--- src/rtl/mcu_pkg.sv ---
// Shared definitions for the MCU SPI slave: target codes, frame states and
// the synchronizer pin ordering.
package mcu_pkg;

   localparam logic [7:0] MCU_TGT_SYS = 8'h00;
   localparam logic [7:0] MCU_TGT_HID = 8'h01;
   localparam logic [7:0] MCU_TGT_OSD = 8'h02;
   localparam logic [7:0] MCU_TGT_SDC = 8'h03;

   localparam int SPI_NPINS = 3;
   localparam int SPI_SS    = 0;
   localparam int SPI_CLK   = 1;
   localparam int SPI_DIN   = 2;

   typedef enum logic [1:0] {
      IDLE    = 2'd0,
      TARGET  = 2'd1,
      PAYLOAD = 2'd2
   } mcu_state_e;

   // One-hot strobe vector {sdc, osd, hid, sys}; zero for unknown codes.
   function automatic logic [3:0] tgt_strobe(input logic [7:0] tgt);
      logic [3:0] stb;
      case (tgt)
         MCU_TGT_SYS: stb = 4'b0001;
         MCU_TGT_HID: stb = 4'b0010;
         MCU_TGT_OSD: stb = 4'b0100;
         MCU_TGT_SDC: stb = 4'b1000;
         default:     stb = 4'b0000;
      endcase
      return stb;
   endfunction

endpackage

--- src/rtl/spi_sync.sv ---
// Multi-stage synchronizer for the SPI pins with registered SCLK rise/fall
// and SS fall detection, one stage behind the synchronizer.
module spi_sync
   import mcu_pkg::*;
#(
   parameter int SYNC_STAGES = 2
) (
   input  logic                 clk,
   input  logic                 reset_n,
   input  logic [SPI_NPINS-1:0] i_pins,
   output logic                 o_ss_level,
   output logic                 o_din_level,
   output logic                 o_sclk_rise,
   output logic                 o_sclk_fall,
   output logic                 o_ss_fall
);

   logic [SPI_NPINS-1:0] r_sync [SYNC_STAGES];
   logic [SPI_NPINS-1:0] r_level;
   logic                 r_sclk_rise;
   logic                 r_sclk_fall;
   logic                 r_ss_fall;
   logic [SPI_NPINS-1:0] w_sync;

   assign w_sync = r_sync[SYNC_STAGES-1];

   // Synchronizer chain and edge detectors; SS resets low so a frame that
   // is already in progress at reset release never produces a falling edge.
   always_ff @(posedge clk or negedge reset_n) begin
      if (!reset_n) begin
         for (int i = 0; i < SYNC_STAGES; i++) begin
            r_sync[i] <= '0;
         end
         r_level     <= '0;
         r_sclk_rise <= 1'b0;
         r_sclk_fall <= 1'b0;
         r_ss_fall   <= 1'b0;
      end else begin
         r_sync[0] <= i_pins;
         for (int i = 1; i < SYNC_STAGES; i++) begin
            r_sync[i] <= r_sync[i-1];
         end
         r_level     <= w_sync;
         r_sclk_rise <=  w_sync[SPI_CLK] & ~r_level[SPI_CLK];
         r_sclk_fall <= ~w_sync[SPI_CLK] &  r_level[SPI_CLK];
         r_ss_fall   <= ~w_sync[SPI_SS]  &  r_level[SPI_SS];
      end
   end

   assign o_ss_level  = r_level[SPI_SS];
   assign o_din_level = r_level[SPI_DIN];
   assign o_sclk_rise = r_sclk_rise;
   assign o_sclk_fall = r_sclk_fall;
   assign o_ss_fall   = r_ss_fall;

endmodule

--- src/rtl/mcu_spi.sv ---
// SPI slave front end for the companion MCU: first byte of a frame selects a
// target, later bytes are strobed to it, and its reply is shifted out on MISO.
module mcu_spi
   import mcu_pkg::*;
#(
   parameter int SYNC_STAGES = 2
) (
   input  logic       clk,
   input  logic       reset_n,
   input  logic       spi_io_ss,
   input  logic       spi_io_clk,
   input  logic       spi_io_din,
   output logic       spi_io_dout,
   output logic       mcu_sys_strobe,
   output logic       mcu_hid_strobe,
   output logic       mcu_osd_strobe,
   output logic       mcu_sdc_strobe,
   output logic       mcu_start,
   output logic [7:0] mcu_dout,
   input  logic [7:0] mcu_sys_din,
   input  logic [7:0] mcu_hid_din,
   input  logic [7:0] mcu_osd_din,
   input  logic [7:0] mcu_sdc_din
);

   logic [SPI_NPINS-1:0] w_pins;
   logic       w_ss_high, w_mosi, w_sclk_rise, w_sclk_fall, w_ss_fall;
   logic       w_byte_done;
   logic [7:0] w_rx_byte, w_sel_din;
   logic [3:0] w_tgt_stb;

   mcu_state_e r_state, w_state_nxt;
   logic [2:0] r_bit_cnt, w_bit_cnt_nxt;
   logic [7:0] r_rx, w_rx_nxt;
   logic [7:0] r_target, w_target_nxt;
   logic       r_first, w_first_nxt;
   logic [7:0] r_tx, w_tx_nxt;
   logic       r_miso, w_miso_nxt;
   logic [7:0] r_dout, w_dout_nxt;
   logic       r_start, w_start_nxt;
   logic [3:0] r_strobe, w_strobe_nxt;

   assign w_pins[SPI_SS]  = spi_io_ss;
   assign w_pins[SPI_CLK] = spi_io_clk;
   assign w_pins[SPI_DIN] = spi_io_din;

   spi_sync #(
      .SYNC_STAGES (SYNC_STAGES)
   ) u_sync (
      .clk         (clk),
      .reset_n     (reset_n),
      .i_pins      (w_pins),
      .o_ss_level  (w_ss_high),
      .o_din_level (w_mosi),
      .o_sclk_rise (w_sclk_rise),
      .o_sclk_fall (w_sclk_fall),
      .o_ss_fall   (w_ss_fall)
   );

   assign w_rx_byte   = {r_rx[6:0], w_mosi};
   assign w_tgt_stb   = tgt_strobe(r_target);
   assign w_byte_done = (r_state != IDLE) && w_sclk_rise && (r_bit_cnt == 3'd7);

   // Reply byte of the currently selected target.
   always_comb begin
      case (r_target)
         MCU_TGT_SYS: w_sel_din = mcu_sys_din;
         MCU_TGT_HID: w_sel_din = mcu_hid_din;
         MCU_TGT_OSD: w_sel_din = mcu_osd_din;
         MCU_TGT_SDC: w_sel_din = mcu_sdc_din;
         default:     w_sel_din = 8'h00;
      endcase
   end

   // Frame FSM, receive/transmit shifters and output strobes.
   always_comb begin
      w_state_nxt   = r_state;
      w_bit_cnt_nxt = r_bit_cnt;
      w_rx_nxt      = r_rx;
      w_target_nxt  = r_target;
      w_first_nxt   = r_first;
      w_tx_nxt      = r_tx;
      w_miso_nxt    = r_miso;
      w_dout_nxt    = r_dout;
      w_start_nxt   = 1'b0;
      w_strobe_nxt  = 4'b0000;

      // A completed payload byte is delivered even if SS rises in the same cycle.
      if (w_byte_done && (r_state == PAYLOAD)) begin
         w_strobe_nxt = w_tgt_stb;
         w_start_nxt  = r_first & (|w_tgt_stb);
         w_first_nxt  = 1'b0;
         if (|w_tgt_stb) begin
            w_dout_nxt = w_rx_byte;
         end else begin
            w_dout_nxt = r_dout;
         end
      end else begin
         w_strobe_nxt = 4'b0000;
      end

      if (r_state == IDLE) begin
         w_bit_cnt_nxt = 3'd0;
         if (w_ss_fall) begin
            w_state_nxt = TARGET;
            w_rx_nxt    = 8'h00;
            w_tx_nxt    = 8'h00;
            w_miso_nxt  = 1'b0;
            w_first_nxt = 1'b0;
         end else begin
            w_state_nxt = IDLE;
         end
      end else if (w_ss_high) begin
         w_state_nxt   = IDLE;
         w_bit_cnt_nxt = 3'd0;
      end else if (w_sclk_rise) begin
         w_rx_nxt      = w_rx_byte;
         w_bit_cnt_nxt = r_bit_cnt + 3'd1;
         if (w_byte_done && (r_state == TARGET)) begin
            w_state_nxt  = PAYLOAD;
            w_target_nxt = w_rx_byte;
            w_first_nxt  = 1'b1;
         end else begin
            w_state_nxt = r_state;
         end
      end else if (w_sclk_fall) begin
         if ((r_state == PAYLOAD) && (r_bit_cnt == 3'd0)) begin
            w_tx_nxt   = w_sel_din;
            w_miso_nxt = w_sel_din[7];
         end else begin
            w_tx_nxt   = {r_tx[6:0], 1'b0};
            w_miso_nxt = r_tx[6];
         end
      end else begin
         w_tx_nxt = r_tx;
      end
   end

   // State and datapath registers.
   always_ff @(posedge clk or negedge reset_n) begin
      if (!reset_n) begin
         r_state   <= IDLE;
         r_bit_cnt <= 3'd0;
         r_rx      <= 8'h00;
         r_target  <= MCU_TGT_SYS;
         r_first   <= 1'b0;
         r_tx      <= 8'h00;
         r_miso    <= 1'b0;
         r_dout    <= 8'h00;
         r_start   <= 1'b0;
         r_strobe  <= 4'b0000;
      end else begin
         r_state   <= w_state_nxt;
         r_bit_cnt <= w_bit_cnt_nxt;
         r_rx      <= w_rx_nxt;
         r_target  <= w_target_nxt;
         r_first   <= w_first_nxt;
         r_tx      <= w_tx_nxt;
         r_miso    <= w_miso_nxt;
         r_dout    <= w_dout_nxt;
         r_start   <= w_start_nxt;
         r_strobe  <= w_strobe_nxt;
      end
   end

   assign spi_io_dout    = r_miso;
   assign mcu_sys_strobe = r_strobe[0];
   assign mcu_hid_strobe = r_strobe[1];
   assign mcu_osd_strobe = r_strobe[2];
   assign mcu_sdc_strobe = r_strobe[3];
   assign mcu_start      = r_start;
   assign mcu_dout       = r_dout;

endmodule

--- config.mk ---
export PLATFORM = sky130hd
export DESIGN_NAME = mcu_spi
export DESIGN_NICKNAME = d
export VERILOG_FILES = /design/src/rtl/mcu_pkg.sv /design/src/rtl/spi_sync.sv /design/src/rtl/mcu_spi.sv
export SDC_FILE = /design/constraint.sdc
export NUM_CORES = 1
export LEC_CHECK = 0
export CELL_PAD_IN_SITES_DETAIL_PLACEMENT = 1
export CELL_PAD_IN_SITES_GLOBAL_PLACEMENT = 2
export CORE_UTILIZATION = 33
export DETAILED_ROUTE_END_ITERATION = 10
export PLACE_DENSITY = 0.87
export SYNTH_ARGS = -nofsm -noshare
export SYNTH_HDL_FRONTEND = slang
export SYNTH_SLANG_ARGS = --single-unit
--- constraint.sdc ---
create_clock -name clk -period 2.3 [get_ports clk]
set_input_delay 0.345 -clock clk [delete_from_list [all_inputs] [get_ports clk]]
set_output_delay 0.345 -clock clk [all_outputs]
set_load 0.005 [all_outputs]
Word level (Yosys, flattened, before mapping)

Cells that the tools add are included.

Add/sub/neg operators: 1
Equality and inequality tests: 9
Muxes and demuxes: 33
Bitwise operators: 9
Reduce and logical (&&, ||, !) cells: 19

Operator list:

| kind                                                            | count |
|---|---|
| 7-bit two-way mux                                               | 9 |
| 8-bit one-hot mux with 4 select lines                           | 1 |
| 8-bit by 2-bit == test with 1-bit output, second input constant | 2 |
| 4-bit one-hot mux with 4 select lines                           | 1 |
| 1-bit two-way mux                                               | 14 |
| 3-bit two-way mux                                               | 3 |
| 8-bit by 1-bit == test with 1-bit output, second input constant | 1 |
| 8-bit logical NOT                                               | 1 |
| 2-bit two-way mux                                               | 4 |
| 4-bit AND reduction                                             | 2 |
| 2-bit nonzero test                                              | 3 |
| 3-bit nonzero test                                              | 2 |
| 1-bit logical AND                                               | 5 |
| 1-bit NOT                                                       | 5 |
| 1-bit bitwise AND                                               | 4 |
| 4-bit two-way mux                                               | 1 |
| 2-bit != test, second input constant                            | 2 |
| 2-bit AND reduction                                             | 2 |
| 4-bit OR reduction                                              | 1 |
| 3-bit by 1-bit adder with 3-bit output, second input constant   | 1 |
| 3-bit == test, second input constant                            | 1 |
| 3-bit logical NOT                                               | 1 |
| 3-bit AND reduction                                             | 1 |
| 2-bit by 1-bit == test with 1-bit output, second input constant | 1 |
| 3 further kinds                                                 | 3 |

Flip-flop bits (word level): 54
Bits of input ports: 37
Word-level logic and storage cells: 87

Logic depth before layout (Yosys ltp)

Depth after elaboration: 9
Mapped depth: 7

Modules after synthesis

Synthesis repeated with hierarchy kept, for this count alone.

Cells, all modules: 165
Area, all modules: 2270.9 um^2

Modules (own cells, without submodules):

| module   | instances | cells an instance | area an instance (um^2) | seq. area each (um^2) |
|---|---|---|---|---|
| mcu_spi  | 1         | 150               | 1949.4                  | 1051.0 |
| spi_sync | 1         | 15                | 321.6                   | 300.3 |

Least setup slack after synthesis

No wires, ideal clock.

Path kind: reg-to-reg
From: register r_bit_cnt[0]
To: register r_dout[2] (netlist: mcu_dout[2])
Setup time: 0.125 ns
Arrival: 1.787 ns
Required time: 2.175 ns
Path slack: 0.388 ns
Stages on the path, launching flop included: 8
Clock period less this slack: 1.912 ns
Cells stage by stage: dfrtp_1 -> ha_1 -> ha_1 -> nand2_1 -> or4b_1 -> buf_2 -> buf_6 -> mux2_4

Word-level cells in the longest chain between the ends: 4

Ends and longest elaborated chain:

| item                          | line           | text |
|---|---|---|
| start, declared               | mcu_spi.sv:33  | `logic [2:0] r_bit_cnt, w_bit_cnt_nxt;` |
| start signal, assigned        | mcu_spi.sv:154 | `r_bit_cnt <= w_bit_cnt_nxt;` |
| 3-bit == test                 | mcu_spi.sv:62  | `assign w_byte_done = (r_state != IDLE) && w_sclk_rise && (r_bit_cnt == 3'd7);` |
| 1-bit logical AND             | mcu_spi.sv:62  |  |
| 1-bit logical AND             | mcu_spi.sv:89  | `if (w_byte_done && (r_state == PAYLOAD)) begin` |
| 2-bit AND reduction (no line) | n/a            |  |
| end signal, assigned          | mcu_spi.sv:160 | `r_dout <= w_dout_nxt;` |
| end, declared                 | mcu_spi.sv:39  | `logic [7:0] r_dout, w_dout_nxt;` |

Every way passes these cells.
A chain may end at the register's enable or synchronous reset.

Final worst setup path

From: register r_bit_cnt[0]
To: register r_dout[4] (netlist: mcu_dout[4])

Same word-level chain as after synthesis.

==> impl_metrics.tcl <==
set metrics [dict create \
    status "finished clean" \
    rsz0062_at_grt "false" \
    cts_hold_buffers 0 \
    drc 0 \
    slew_headroom 0.539 \
    drt-total-wl_um 5080 \
    start_util 0.350 \
    power_density_nw_per_um2 587 \
    path_max_fanout 13 \
    fmax_mhz 506 \
    finalCritPeriodShare 0.860 \
    final_antenna_net_count 0 \
    setup_slack_ns 0.322 \
    cts_resized 0 \
    fp.dieH_um 85.2 \
    r2r_end "mcu_dout[4]" \
    drive_gt1_frac 0.175 \
    crit_type "reg2reg" \
    dp_hpwl_um 3840 \
    nets 268 \
    leakage_nw 1.35 \
    antenna_found_initial 0 \
    fin_crit_ns 1.98 \
    track_usage 0.155 \
    overflow 0 \
    skew_ns 0.0101 \
    syn_avg_cell_area_um2 13.1 \
    pre_cts_slack_ns 0.332 \
    clockBufferDepth 2 \
    hold_path.class "in2async" \
    setup_viol 0 \
    syn-num-nets 214 \
    fp-row-count 29 \
    drv_cap 0 \
    ys_seq_elements 54 \
    drt-wirelength-per-cell_um 16.6 \
    ir_drop_mv 0.371 \
    drtIter0Drc 26 \
    antenna_cells 0 \
    port-buffer-count 50 \
    viasPerCell 5.08 \
    rr_worst_depth 6 \
    cp.arrival_ns 2.19 \
    grt_pass1_vias 1751 \
    first_pass_iters 3 \
    slew_viol_final 0 \
    synth_warnings 0 \
    r2r_slack_ns 0.32 \
    cts.htree.levels 2 \
    startpoint "r_bit_cnt[0]" \
    numClockSinks 54 \
    worstSkewPairLatency_ns 0.32 \
    die_w_um 85.2 \
    post_cts_buffers 0 \
    cts_buffers 5 \
    place_congestion 0.703 \
    die_area_um2 7260 \
    layout-area-overhead-vs-synth_pct 31.1 \
    cts.clk_slew.worst_paths_ns 0.10 \
    critPathLaunchType "register" \
    crit_end "mcu_dout[4]" \
    cp-end-kind "register" \
    vias 1556 \
    synth-seq-area-share 0.591 \
    coreArea_um2 6530 \
    synth_area_um2 2280 \
    grt_pass1_wl_um 8510 \
    syn_inst 174 \
    worst_ep_required_time_ns 2.51 \
    yosysUniqueCellTypes 31 \
    setup_tns_ns 0 \
    hold_viol 0 \
    ios 51 \
    cts_tree "built" \
    grt_max_degree 31 \
    worst_pin_slew_ns 0.692 \
    cts-root-buf "clkbuf_8" \
    r2r-start "r_bit_cnt[0]" \
]
[through the flow]
stage	total power, mW	std cells	util	instance area (um^2)	hold slack [ns]
final	1.76	306	0.458	2990	0.0620
after global routing	1.82	306	0.458	2990	0.105
after CTS	1.78	306	0.458	2990	0.0710
after detailed placement	1.12	298	0.440	2880	0.340
after global placement	1.11	298	0.440	2880	0.334
after floorplan	1.02	174	-	2280	0.0494
[registers in the layout, summed over array words and instances, names as in the netlist, 2 cells and up]
signal	cells
r_target	8
mcu_dout	8
u_sync.w_sync	3
r_tx	7
r_bit_cnt	3
u_sync.r_sync	3
u_sync.r_level	3
r_rx	7
r_state	2
r_strobe	4
[cells by family (layout without fill, tap and decap cells)]
| logic type | count (synthesis) | in the layout | share of synthesized area |
|---|---|---|---|
| buffers and inverters | 16 | 71 | 0.0312 |
| DFF | 54 | 54 | 0.591 |
| adders and majority gates | 3 | 3 | 0.0164 |
| muxes | 25 | 25 | 0.170 |
| AOI/OAI and AO/OA | 22 | 22 | 0.0657 |
| xor gates and xnor gates | 1 | 1 | 0.00383 |
| and+or+nand+nor | 53 | 53 | 0.122 |
[worst min path at each step]
| stage | startpoint | endpoint | slack (ns) |
|---|---|---|---|
| final | reset_n | mcu_dout[3] | 0.06 |
| after global routing | reset_n | mcu_dout[5] | 0.10 |
| after CTS | reset_n | r_rx[6] | 0.07 |
| after detailed placement | u_sync.r_sync[4] | u_sync.w_sync[1] | 0.34 |
| after global placement | u_sync.r_sync[4] | u_sync.w_sync[1] | 0.33 |
| after floorplan | reset_n | mcu_dout[0] | 0.05 |
[cells in the mapped netlist]
cell type	instances	area share
a31oi_1	1	0.0027
o21ai_0	10	0.022
nand3b_1	1	0.0033
inv_1	7	0.012
xnor2_1	1	0.0038
nor2b_1	4	0.011
o21bai_1	1	0.0033
dfrtp_1	54	0.59
nand3_1	1	0.0022
buf_6	1	0.0049
mux2_2	10	0.049
or4b_1	1	0.0044
nor4_4	1	0.0093
mux2i_1	2	0.0088
nor4bb_1	1	0.0044
nand2b_1	1	0.0027
and3_1	7	0.019
nor2_1	11	0.018
mux4_2	8	0.079
ha_1	3	0.016
buf_2	3	0.0066
nand2_1	19	0.031
or3_1	1	0.0027
buf_1	2	0.0033
a221o_1	7	0.031
nor3_1	4	0.0088
mux2_4	5	0.033
clkbuf_1	3	0.0049
a21oi_1	2	0.0044
nor3_2	1	0.0044
o22ai_1	1	0.0027
[cell usage in the layout, fill, tap and decap left out, types with 2 or more instances in the layout]
cell,synthesis,routed
nor2b_1,4,4
clkbuf_8,0,5
a21oi_1,2,2
and3_1,7,7
o21ai_0,10,10
nor2_1,11,11
nor3_1,4,4
nand2_1,19,19
dfrtp_1,54,54
a221o_1,7,7
mux2_2,10,10
buf_4,0,6
mux4_2,8,8
ha_1,3,3
mux2i_1,2,2
inv_1,7,7
mux2_4,5,5
clkdlybuf4s50_1,0,49
[worst max-delay path: stages (launching register included)]
cell and delay (ns):
dfrtp_1 0.41, ha_1 0.17, ha_1 0.16, nand2_1 0.13, or4b_1 0.49, buf_4 0.21
mux2_4 0.31
[layout make-up]
| class | count | area [um^2] |
|---|---|---|
| inverters | 7 | 26.3 |
| clock buffers | 5 | 68.8 |
| flip-flops and latches | 54 | 1350 |
| multi-input cells | 104 | 862 |
| clock inverters | 3 | 48.8 |
| repair buffers | 56 | 541 |
| fillers | 687 | 3540 |
| well taps | 77 | 96.3 |
[report_power, final]
| part | internal, mW | total [mW] | switching [mW] |
|---|---|---|---|
| Sequential | 0.964 | 0.977 | 0.0130 |
| Clock | 0.332 | 0.660 | 0.328 |
| Combinational | 0.0744 | 0.120 | 0.0454 |
[routing by layer]
metal	vias to the layer above	wire length, um	track usage
li1	724	-	-
met1	799	2090	0.182
met2	27	2750	0.283
met3	6	190	0.0379
met4	0	49	0.0416
met5	-	0	0
Power figures use the tool's default switching activity.
